File: config.mk
export PLATFORM = sky130hd
export DESIGN_NAME = hazard_unit
export DESIGN_NICKNAME = d
export VERILOG_FILES = /design/src/rtl/hazard_unit.sv
export SDC_FILE = /design/constraint.sdc
export NUM_CORES = 1
export LEC_CHECK = 0
export ABC_AREA = 1
export BUFFER_PORTS_ARGS = -buffer_cell sky130_fd_sc_hd__buf_2
export CAP_MARGIN = 40
export CELL_PAD_IN_SITES_DETAIL_PLACEMENT = 1
export CELL_PAD_IN_SITES_GLOBAL_PLACEMENT = 2
export CORE_UTILIZATION = 31
export CTS_CLUSTER_DIAMETER = 30
export CTS_CLUSTER_SIZE = 10
export DETAILED_ROUTE_END_ITERATION = 6
export PLACE_DENSITY = 0.84
export SYNTH_ARGS = -nofsm -noshare
export SYNTH_HDL_FRONTEND = slang
export SYNTH_SLANG_ARGS = --single-unit
File: constraint.sdc
create_clock -name clock -period 3.95 [get_ports clock]
set_clock_uncertainty 0.05 [all_clocks]
set_input_delay 0.5925 -clock clock [delete_from_list [all_inputs] [get_ports clock]]
set_output_delay 0.5925 -clock clock [all_outputs]
set_load 0.02 [all_outputs]
File: src/rtl/hazard_unit.sv
// Pipeline hazard control: load-use/branch-operand bubbles, memory freeze,
// and squash on taken branches and traps, with a stall-cycle counter.
package hazard_pkg;
    typedef enum logic [1:0] {
        NoType  = 2'd0,
        Type1   = 2'd1,
        Type2   = 2'd2,
        Type1_3 = 2'd3
    } forwarding_type_t;
endpackage

module hazard_unit
    import hazard_pkg::*;
#(
    parameter int CntWidth = 32
) (
    input  logic                clock,
    input  logic                reset,
    input  forwarding_type_t    forwarding_type_id,
    input  logic [4:0]          rs1_id,
    input  logic [4:0]          rs2_id,
    input  logic [4:0]          rd_ex,
    input  logic                reg_we_ex,
    input  logic                zicsr_ex,
    input  logic                mem_rd_en_ex,
    input  logic [4:0]          rd_mem,
    input  logic                mem_rd_en_mem,
    input  logic                take_branch_id,
    input  logic                trap,
    input  logic                mem_busy,
    output logic                stall_if,
    output logic                stall_id,
    output logic                stall_ex,
    output logic                stall_mem,
    output logic                flush_id,
    output logic                flush_ex,
    output logic                flush_mem,
    output logic [CntWidth-1:0] stall_cycles
);

    typedef enum logic {Run, Bubble} state_t;

    state_t                state_q, state_d;
    logic [1:0]            bubble_cnt_q, bubble_cnt_d;
    logic [CntWidth-1:0]   stall_cycles_q;

    logic ex_hit1, ex_hit2, mem_hit;
    logic is_t1, is_t2;
    logic need2, need1;

    assign ex_hit1 = (rd_ex != 5'd0) && (rd_ex == rs1_id);
    assign ex_hit2 = (rd_ex != 5'd0) && (rd_ex == rs2_id);
    assign mem_hit = (rd_mem != 5'd0)
                   && ((rd_mem == rs1_id) || (rd_mem == rs2_id));

    assign is_t2 = (forwarding_type_id == Type2);
    assign is_t1 = (forwarding_type_id == Type1)
                || (forwarding_type_id == Type1_3);

    assign need2 = is_t2 && mem_rd_en_ex && (ex_hit1 || ex_hit2);

    // CSR results reach ID through the rs1 path only
    assign need1 = (is_t1 && mem_rd_en_ex && (ex_hit1 || ex_hit2))
                || (is_t2 && reg_we_ex && !zicsr_ex && ex_hit1)
                || (is_t2 && reg_we_ex && ex_hit2)
                || (is_t2 && mem_rd_en_mem && mem_hit);

    always_comb begin
        state_d      = state_q;
        bubble_cnt_d = bubble_cnt_q;
        stall_if     = 1'b0;
        stall_id     = 1'b0;
        stall_ex     = 1'b0;
        stall_mem    = 1'b0;
        flush_id     = 1'b0;
        flush_ex     = 1'b0;
        flush_mem    = 1'b0;
        if (!reset) begin
            state_d      = Run;
            bubble_cnt_d = 2'd0;
        end else if (trap) begin
            flush_id     = 1'b1;
            flush_ex     = 1'b1;
            flush_mem    = 1'b1;
            state_d      = Run;
            bubble_cnt_d = 2'd0;
        end else if (mem_busy) begin
            stall_if  = 1'b1;
            stall_id  = 1'b1;
            stall_ex  = 1'b1;
            stall_mem = 1'b1;
        end else if (state_q == Bubble) begin
            stall_if     = 1'b1;
            stall_id     = 1'b1;
            flush_ex     = 1'b1;
            bubble_cnt_d = bubble_cnt_q - 2'd1;
            if (bubble_cnt_d == 2'd0) begin
                state_d = Run;
            end
        end else if (need2 || need1) begin
            stall_if = 1'b1;
            stall_id = 1'b1;
            flush_ex = 1'b1;
            if (need2) begin
                state_d      = Bubble;
                bubble_cnt_d = 2'd1;
            end
        end else if (take_branch_id) begin
            flush_id = 1'b1;
        end
    end

    always_ff @(posedge clock or negedge reset) begin
        if (!reset) begin
            state_q        <= Run;
            bubble_cnt_q   <= 2'd0;
            stall_cycles_q <= '0;
        end else begin
            state_q      <= state_d;
            bubble_cnt_q <= bubble_cnt_d;
            if (stall_if && !(&stall_cycles_q)) begin
                stall_cycles_q <= stall_cycles_q + 1'b1;
            end
        end
    end

    assign stall_cycles = stall_cycles_q;

endmodule

==> flow_summary_export.csv <==
group,metric,value,unit
global_routing,grt_pass1_wl,13.9,mm
drt,via_count,2951,
sta,fin_crit_sh,75.7,%
finish,multi_input_area,1660,um^2
global_routing,grt_max_degree,39,
synth,synth-seq-area-share,31.7,%
drt,dr.pass1.iters,4,
worst_setup_path,path_class,"input pin to output port",
die,ioPinCount,70,
synth,syn-cell-area,2760,um^2
placement,gp_congestion,0.873,
die,core-area,8680,um^2
drt,avgViaCountPerCell,5.04,
sta,rsz0062_at_grt,"no",
worst_setup_path,cp_max_fo,20,
die,fp.dieH,96.4,um
worst_hold_path,hold_class,"input pin to async pin",
pwr,seqPwrFrac,43.4,%
cts,clk_path_buf_depth,2,
cts,clkSinkCount,35,
global_routing,grt_pass1_vias,2842,
pwr,power.density,285,nW/um^2
worst_setup_path,critical_path_required,3310,ps
global_routing,grt_usage,19.4,%
sta,hold_viol_final,0,
global_routing,grt-ovfl-total,0,
pwr,p_leak,1.74,nW
placement,io_buffers,69,
cts,cts_tree,"built",
placement,dp_hpwl,6.93,mm
run,maxCapViolCount,0,
die,start_util,31.8,%
global_routing,grt_antenna_before_repair,0,
placement,dpl_cell_area,3190,um^2
cts,htreeDepth,2,
synth,ys_types,27,
status,status,"complete, no violations",
worst_setup_path,cp-end-kind,"output port",
drt,wl_per_cell,15.1,um
drt,drc,0,
die,die-width,96.4,um
sta,worst_slew_pin_slew,677,ps
cts,cts_setup_buffers,0,
synth,avgSynthCellArea,6.71,um^2
pwr,p_sw,0.295,mW
finish,final.fill_count,1155,
finish,fin_area,3300,um^2
synth,synthCells,412,
die,num_rows,34,
finish,insertedDiodeCount,0,
finish,register_area,876,um^2
drt,postRouteAntennaNets,0,
cts,cts_buffers,5,
sta,period_needed,2990,ps
worst_setup_path,cp_data_arrival_time,2350,ps
die,dieArea,9290,um^2
pwr,comb_power_share,19.8,%
cts,clk_latency,290,ps
sta,max_freq,0.334,GHz
synth,synth_nets,445,
drt,wl,8.87,mm
pwr,switching_share,31.3,%
cts,cts_resized,0,
cts,clock_tree.root_cell,"clkbuf_8",
pwr,max-vdd-ir-drop,0.168,mV
worst_setup_path,startpoint_type,"input pin",
finish,nets,510,
pwr,internal_power,0.647,mW
synth,synth-seq-cells,35,
finish,drive_gt1_share,18.8,%
finish,syn_to_final_growth,19.6,%
sta,setup_tns,0,ps
pwr,pwr-share-clk,36.8,%
sta,slew_viol_final,0,
sta,setup_viol,0,
sta,relSlewSlack,54.8,%
cts,cts_hold_buf,0,
drt,drtIter0Drc,93,
synth,ys_warn_count,0,
cts,clk_pin_slew,80,ps
-- layout by cell type, fill, tap and decap left out, types with 2 or more instances in the layout --
| cell type | Yosys | routed |
|---|---|---|
| nand3_1 | 17 | 17 |
| buf_4 | 2 | 4 |
| nand4_1 | 41 | 41 |
| nand3_2 | 2 | 2 |
| xnor2_1 | 13 | 13 |
| buf_2 | 3 | 69 |
| o21ai_0 | 3 | 3 |
| inv_1 | 35 | 35 |
| nor3b_1 | 2 | 2 |
| clkbuf_8 | 0 | 6 |
| nor3_1 | 16 | 16 |
| xor2_1 | 30 | 30 |
| nor4_1 | 3 | 3 |
| nor2_1 | 42 | 41 |
| nand2_1 | 147 | 147 |
| nor2_2 | 2 | 3 |
| dfrtp_1 | 35 | 35 |
| ha_1 | 2 | 2 |
-- worst max-delay path, cell delays in order --
cell,delay (ps)
buf_2,120
nor2_1,130
nand2_1,70
nor2_1,120
nor2_1,70
nand2_1,70
nand2_1,80
nand3_1,110
nand4_2,450
o21ai_0,310
buf_2,200
-- per-stage QoR --
stage | hold WS (ps) | util, % | worst slack [ps] | cells | total power, mW
5_1_grt | 352 | 38.1 | 702 | 586 | 0.988
6_report | 310 | 38.1 | 960 | 586 | 0.941
4_1_cts | 346 | 38.1 | 924 | 586 | 0.951
2_1_floorplan | 247 | - | 1470 | 412 | 0.524
3_5_place_dp | 441 | 36.7 | 929 | 578 | 0.603
3_3_place_gp | 419 | 36.7 | 1010 | 578 | 0.598
-- layout make-up --
cell class | count | share of cell area (%)
timing repair buffer | 73 | 11.4
sequential | 35 | 26.5
clock inverter | 2 | 1.06
multi-input combinational | 326 | 50.4
tap | 108 | 4.09
clock buffer | 6 | 2.50
inverter | 36 | 4.09
-- logic make-up (layout without fill, tap and decap cells) --
logic type | after synthesis | after routing | synth area share (%)
AO/OA/AOI/OAI | 6 | 6 | 1.22
XOR/XNOR | 43 | 43 | 13.6
adder cells (fa/ha/maj) | 2 | 2 | 0.906
buffers and inverters | 51 | 117 | 8.15
flip-flops | 35 | 35 | 31.7
AND/OR/NAND/NOR | 275 | 275 | 44.4
-- path summary, 6_finish.rpt --
path,startpoint,endpoint,slack (ps),cells past startpoint
worst min register to register,bubble_cnt_q[1],bubble_cnt_q[1],450,2
worst max register to register,stall_cycles[1],stall_cycles[11],1510,11
min in group clock,bubble_cnt_q[1],bubble_cnt_q[1],450,2
worst min-delay path,reset,stall_cycles[0],310,2
max in group asynchronous,reset,stall_cycles[16],3180,2
worst max-delay path,rd_ex[0],flush_id,960,11
-- routing by layer --
metal | part of all wire, % | GRT usage (%) | vias to the layer above
met5 | 0 | 0 | -
met2 | 47 | 33.3 | 60
met4 | 0.62 | 2.94 | 0
li1 | - | - | 1461
met3 | 4.0 | 2.27 | 5
met1 | 49 | 26.6 | 1425
-- power by group through the flow --
| stage | combinational [mW] | clock [mW] | sequential [mW] |
|---|---|---|---|
| after floorplan | 0.0943 | 0 | 0.430 |
| after global placement | 0.183 | 0 | 0.416 |
| after detailed placement | 0.188 | 0 | 0.415 |
| after CTS | 0.189 | 0.354 | 0.409 |
| after global routing | 0.205 | 0.369 | 0.414 |
| final | 0.186 | 0.347 | 0.409 |
-- registers in the layout (all words and copies together), names as in the netlist --
name,count
state_q,1
stall_cycles,32
bubble_cnt_q,2
-- synthesized netlist by cell type (all sizes together) --
master | count | share of area, %
buf | 9 | 2.4
nand4 | 42 | 9.7
nand3 | 19 | 3.8
nand2 | 147 | 20
nor2 | 44 | 6.2
or2 | 1 | 0.23
a31oi | 1 | 0.23
clkbuf | 6 | 0.82
nor3 | 17 | 3.3
nor3b | 2 | 0.54
xnor2 | 13 | 4.1
o21a | 1 | 0.27
nor4 | 3 | 0.68
o21ai | 3 | 0.54
a21oi | 1 | 0.18
xor2 | 30 | 9.5
dfrtp | 35 | 32
ha | 2 | 0.91
inv | 36 | 4.9
Power figures use the tool's default switching activity.
